$ cat src/rtl/prod_acc_if.sv
// Product-accumulator handshake bundle.
// Master feeds products and consumes results; slave is the accumulator.
interface prod_acc_if #(
  parameter int PW = 32,
  parameter int AW = 40,
  parameter int CW = 3
);
  logic          in_valid;
  logic          in_ready;
  logic [PW-1:0] in_product;
  logic          flush;
  logic          out_valid;
  logic          out_ready;
  logic [AW-1:0] out_sum;
  logic [CW-1:0] out_count;
  logic          out_ovf;

  modport master (
    output in_valid,
    output in_product,
    output flush,
    output out_ready,
    input  in_ready,
    input  out_valid,
    input  out_sum,
    input  out_count,
    input  out_ovf
  );

  modport slave (
    input  in_valid,
    input  in_product,
    input  flush,
    input  out_ready,
    output in_ready,
    output out_valid,
    output out_sum,
    output out_count,
    output out_ovf
  );
endinterface

$ cat src/rtl/prod_acc.sv
// Saturating MAC stage: sums N_TERMS products (or fewer on flush)
// and holds the result until the consumer takes it.
module prod_acc #(
  parameter int PW      = 32,
  parameter int AW      = 40,
  parameter int N_TERMS = 4
) (
  input logic       clk,
  input logic       rst,
  prod_acc_if.slave bus
);
  localparam int CW = $clog2(N_TERMS + 1);

  typedef enum logic {
    ACC,
    HOLD
  } state_t;

  state_t        state_q, state_d;
  logic [AW-1:0] acc_q, acc_d;
  logic [CW-1:0] cnt_q, cnt_d;
  logic          ovf_q, ovf_d;
  logic [AW-1:0] osum_q, osum_d;
  logic [CW-1:0] ocnt_q, ocnt_d;
  logic          oovf_q, oovf_d;

  logic          beat;
  logic          done;
  logic [AW:0]   sum_w;
  logic [AW-1:0] acc_upd;
  logic [CW-1:0] cnt_upd;
  logic          ovf_upd;

  // Carry out of the widened add marks saturation.
  always_comb begin
    beat    = bus.in_valid && (state_q == ACC);
    sum_w   = {1'b0, acc_q} + (AW+1)'(bus.in_product);
    acc_upd = acc_q;
    ovf_upd = ovf_q;
    cnt_upd = cnt_q;
    if (beat) begin
      acc_upd = sum_w[AW] ? '1 : sum_w[AW-1:0];
      ovf_upd = ovf_q | sum_w[AW];
      cnt_upd = cnt_q + CW'(1);
    end
    done = (beat && (cnt_upd == CW'(N_TERMS)))
        || (bus.flush && (beat || (cnt_q != '0)));
  end

  always_comb begin
    state_d = state_q;
    acc_d   = acc_q;
    cnt_d   = cnt_q;
    ovf_d   = ovf_q;
    osum_d  = osum_q;
    ocnt_d  = ocnt_q;
    oovf_d  = oovf_q;
    unique case (state_q)
      ACC: begin
        acc_d = acc_upd;
        cnt_d = cnt_upd;
        ovf_d = ovf_upd;
        if (done) begin
          state_d = HOLD;
          osum_d  = acc_upd;
          ocnt_d  = cnt_upd;
          oovf_d  = ovf_upd;
        end
      end
      HOLD: begin
        if (bus.out_ready) begin
          state_d = ACC;
          acc_d   = '0;
          cnt_d   = '0;
          ovf_d   = 1'b0;
        end
      end
      default: state_d = ACC;
    endcase
  end

  always_ff @(posedge clk) begin
    if (rst) begin
      state_q <= ACC;
      acc_q   <= '0;
      cnt_q   <= '0;
      ovf_q   <= 1'b0;
      osum_q  <= '0;
      ocnt_q  <= '0;
      oovf_q  <= 1'b0;
    end else begin
      state_q <= state_d;
      acc_q   <= acc_d;
      cnt_q   <= cnt_d;
      ovf_q   <= ovf_d;
      osum_q  <= osum_d;
      ocnt_q  <= ocnt_d;
      oovf_q  <= oovf_d;
    end
  end

  assign bus.in_ready  = (state_q == ACC);
  assign bus.out_valid = (state_q == HOLD);
  assign bus.out_sum   = osum_q;
  assign bus.out_count = ocnt_q;
  assign bus.out_ovf   = oovf_q;
endmodule

$ cat src/flat_wrapper.sv
// flat-port wrapper written by rule: the top's interface ports become plain ports
module prod_acc_flat 
#(
  parameter int PW      = 32,
  parameter int AW      = 40,
  parameter int N_TERMS = 4
)
  (clk, rst, bus_in_valid, bus_in_product, bus_flush, bus_out_ready, bus_in_ready, bus_out_valid, bus_out_sum, bus_out_count, bus_out_ovf);
  prod_acc_if #(.PW(PW), .AW(AW), .CW(3)) bus_i ();
  input logic clk;
  input logic rst;
  input wire logic [$bits(bus_i.in_valid)-1:0] bus_in_valid;
  input wire logic [$bits(bus_i.in_product)-1:0] bus_in_product;
  input wire logic [$bits(bus_i.flush)-1:0] bus_flush;
  input wire logic [$bits(bus_i.out_ready)-1:0] bus_out_ready;
  output wire logic [$bits(bus_i.in_ready)-1:0] bus_in_ready;
  output wire logic [$bits(bus_i.out_valid)-1:0] bus_out_valid;
  output wire logic [$bits(bus_i.out_sum)-1:0] bus_out_sum;
  output wire logic [$bits(bus_i.out_count)-1:0] bus_out_count;
  output wire logic [$bits(bus_i.out_ovf)-1:0] bus_out_ovf;
  assign bus_i.in_valid = bus_in_valid;
  assign bus_i.in_product = bus_in_product;
  assign bus_i.flush = bus_flush;
  assign bus_i.out_ready = bus_out_ready;
  assign bus_in_ready = bus_i.in_ready;
  assign bus_out_valid = bus_i.out_valid;
  assign bus_out_sum = bus_i.out_sum;
  assign bus_out_count = bus_i.out_count;
  assign bus_out_ovf = bus_i.out_ovf;
  prod_acc #(.PW(PW), .AW(AW), .N_TERMS(N_TERMS)) u_core (.clk(clk), .rst(rst), .bus(bus_i));
endmodule
$ cat config.mk
export PLATFORM = sky130hd
export DESIGN_NAME = prod_acc_flat
export DESIGN_NICKNAME = d
export VERILOG_FILES = /design/src/rtl/prod_acc_if.sv /design/src/rtl/prod_acc.sv /design/src/flat_wrapper.sv
export SDC_FILE = /design/constraint.sdc
export NUM_CORES = 1
export LEC_CHECK = 0
export CORE_UTILIZATION = 50
export DETAILED_ROUTE_END_ITERATION = 10
export GPL_TIMING_DRIVEN = 0
export PLACE_DENSITY_LB_ADDON = 0.12
export SLEW_MARGIN = 20
export SYNTH_ARGS = -nofsm -noshare
export SYNTH_HDL_FRONTEND = slang
export SYNTH_SLANG_ARGS = --single-unit
$ cat constraint.sdc
create_clock -name clk -period 10 [get_ports clk]
set_clock_uncertainty 0.2 [all_clocks]
set_input_delay 2.5 -clock clk [delete_from_list [all_inputs] [get_ports clk]]
set_output_delay 2.5 -clock clk [all_outputs]
set_load 0.02 [all_outputs]
==> impl_metrics.ini <==
[status]
status = complete, no violations

[routing]
drt-total-wl_mm = 17.0
via_count = 5640
antenna_left = 0
via_per_inst = 6.00
drc_errors = 0
wl_per_cell_um = 18.1
drt_iter0_drc = 390
dr.pass1.iters = 5

[place]
postPlaceCellArea_um2 = 6530
dp_hpwl_mm = 12.9
portBuffers = 80
place.gp.congestion = 0.995

[clock_tree]
cts_buffers = 9
cts_tree = yes
clk_pin_slew_ps = 80
cts-root-buf = clkbuf_8
numClockSinks = 89
ctsHtreeMaxLevel = 3
ctsResizeCount = 0
cts_buffer_depth = 2
clkLatencyLatePin_ps = 370
hold_buffers = 0
cts_setup_buffers = 0

[synth]
syn_inst = 706
syn-cell-area_um2 = 5550
synth_mux_area_frac = 0.00203
synth_fa_ha_area_frac = 0.0803
yosysTopAreaCell = dfxtp_1
synthTopCellsByArea = dfxtp_1 32%, ha_1 7.7%, a21oi_1 7.3%
synth-simple-area-share = 0.217
yosysTopAreaCellShare = 0.321
async_reset_ff_frac = 0
avgSynthCellArea_um2 = 7.86
ys_ff_latch = 89
ys.flop_type = dfxtp_1
synth_nets = 778
synth-edff-count = 0
synth_compound_area_frac = 0.285
synth_seq_area_share = 0.321
yosysUniqueCellTypes = 65
synth_xor_area_frac = 0.0537
yosys_warnings = 0
synth_top_family_by_area = compound AO/OA/AOI/OAI gates

[worst_setup_path]
slowest_delay_ps = 450
cp_common_cell = o21ai_2
criticalPathCategory = in2reg
crit_fanout = 10
start_kind = input port
crit_path_end_kind = register
worstPathRequired_ps = 10040
path_cells = clkdlybuf4s50_1 -> ha_1 -> fa_1 -> a211oi_1 -> o21ai_2 -> o221a_2 -> o311ai_2 -> nor3_1 -> o21ai_2 -> buf_2 -> nand3_1 -> o211ai_1 -> a21oi_1
arrival_ps = 6140
rrSetupSlack_ps = 6130
slowest_stage = fa_1

[sta]
finalHoldViolations = 0
period_share = 0.610
relSlewSlack = 0.484
max_freq_ghz = 0.164
rsz0062_at_grt = no
whs_ps = 256
tightestPinTransition_ps = 764
fin_setup_tns_ps = 0
min_period_ps = 6100
slew_viol_final = 0
setup_violations = 0

[job]
max-cap-violations = 0

[grt]
gr-total-overflow = 0
antenna_found_initial = 0
gr-usage-all-layers = 0.302
grt_pass1_vias = 5164
grt_max_degree = 14
grt_pass1_wl_mm = 26.5

[power_and_ir_drop]
power_mw = 1.04
leakagePower_nw = 2.56
powerDensity_nw_per_um2 = 155
ir_drop_mv = 0.0811

[worst_hold_path]
min_path_type = reg2reg

[die]
fp-row-count = 38
dieArea_um2 = 11500
floorplan.initialDensity = 0.512
die_w_um = 107
die_h_um = 107
core-area_um2 = 10800
io_pins = 83

[layout]
num-nets-final = 869
fillers = 995
final_core_util = 0.619
drive_above_1_share = 0.0663
antenna_cells = 0
syn2layout_area_growth_pct = 20.9
design_area_um2 = 6710
==> kinds of logic (layout without fill, tap and decap cells) <==
| logic type | count (synthesis) | in the layout |
|---|---|---|
| buffers and inverters | 54 | 148 |
| and+or+nand+nor | 260 | 260 |
| muxes | 1 | 1 |
| xor gates and xnor gates | 34 | 34 |
| AOI/OAI and AO/OA | 233 | 233 |
| DFF | 89 | 89 |
| adders and majority gates | 35 | 35 |
==> cell usage after synthesis (6+ instances only) <==
| cell type | instances |
|---|---|
| nand4_1 | 7 |
| a211oi_1 | 19 |
| a21o_1 | 14 |
| o21ai_0 | 27 |
| clkbuf_1 | 27 |
| buf_1 | 6 |
| nand2_1 | 74 |
| nor2_1 | 92 |
| buf_2 | 9 |
| o21bai_1 | 7 |
| o221ai_1 | 6 |
| a31oi_1 | 14 |
| a21oi_1 | 81 |
| xnor2_1 | 19 |
| a31oi_2 | 6 |
| xor2_1 | 15 |
| inv_1 | 10 |
| and2_1 | 14 |
| dfxtp_1 | 89 |
| ha_1 | 34 |
| a311oi_1 | 10 |
| nor3_1 | 16 |
| o211ai_1 | 15 |
| nand3_1 | 24 |
==> worst max-delay path: cells and delay by family <==
kind / cells / cell delay, ps
AO/OA/AOI/OAI: 7 / 1860
buffers and inverters: 2 / 760
adder cells (fa/ha/maj): 2 / 730
AND/OR/NAND/NOR: 2 / 280
==> per-layer routing <==
metal / GRT usage / part of all wire / wire length, um / up-vias
li1: - / - / - / 2747
met1: 0.406 / 0.46 / 7820 / 2661
met5: 0 / 0 / 0 / -
met2: 0.492 / 0.46 / 7900 / 205
met4: 0.101 / 0.015 / 252 / 0
met3: 0.0448 / 0.062 / 1050 / 27
==> cells in the final DEF (no fill, tap or decap), types with 24 or more instances in the layout <==
| cell | instances |
|---|---|
| ha_1 | 34 |
| clkbuf_1 | 28 |
| o21ai_0 | 27 |
| nor2_1 | 92 |
| clkdlybuf4s50_1 | 80 |
| a21oi_1 | 81 |
| dfxtp_1 | 89 |
| nand3_1 | 24 |
| nand2_1 | 74 |
==> power breakdown <==
| part | internal [mW] | switching [mW] | leakage (nW) |
|---|---|---|---|
| clock | 0.119 | 0.128 | 0.0913 |
| sequential | 0.388 | 0.0218 | 0.730 |
| combinational | 0.155 | 0.229 | 1.74 |
==> sequential cells by signal (all words and copies together), names as in the netlist <==
| name | count |
|---|---|
| u_core.acc_q | 40 |
| u_core.bus.out_count | 3 |
| u_core.bus.out_ovf | 1 |
| u_core.bus.out_sum | 40 |
| u_core.bus.out_valid | 1 |
| u_core.cnt_q | 3 |
| u_core.ovf_q | 1 |
==> layout make-up <==
class,count,area (um^2),share of cell area
Buffer,44,191,0.0285
Clock buffer,11,141,0.0211
Clock inverter,3,42.5,0.00634
Inverter,10,37.5,0.00559
Multi-Input combinational cell,563,3540,0.528
Sequential cell,89,1780,0.266
Tap cell,140,175,0.0261
Timing Repair Buffer,80,801,0.119
==> through the flow <==
| step | setup WS, ps | instances |
|---|---|---|
| after floorplan | 4740 | 706 |
| after global placement | 3540 | 926 |
| after detailed placement | 3550 | 926 |
| after CTS | 3950 | 940 |
| after global routing | 3780 | 940 |
| final | 3900 | 940 |
==> final timing paths <==
check,start,endpoint,depth (start not counted)
min reg2reg,u_core.bus.out_sum[32]$_SDFFE_PP0P_,u_core.bus.out_sum[32]$_SDFFE_PP0P_,2
max reg2reg,u_core.acc_q[0]$_SDFFE_PP0P_,u_core.bus.out_sum[2]$_SDFFE_PP0P_,12
max,bus_in_product[0],u_core.bus.out_sum[2]$_SDFFE_PP0P_,13
min,u_core.bus.out_sum[32]$_SDFFE_PP0P_,u_core.bus.out_sum[32]$_SDFFE_PP0P_,2
(Power assumes the default switching activity.)
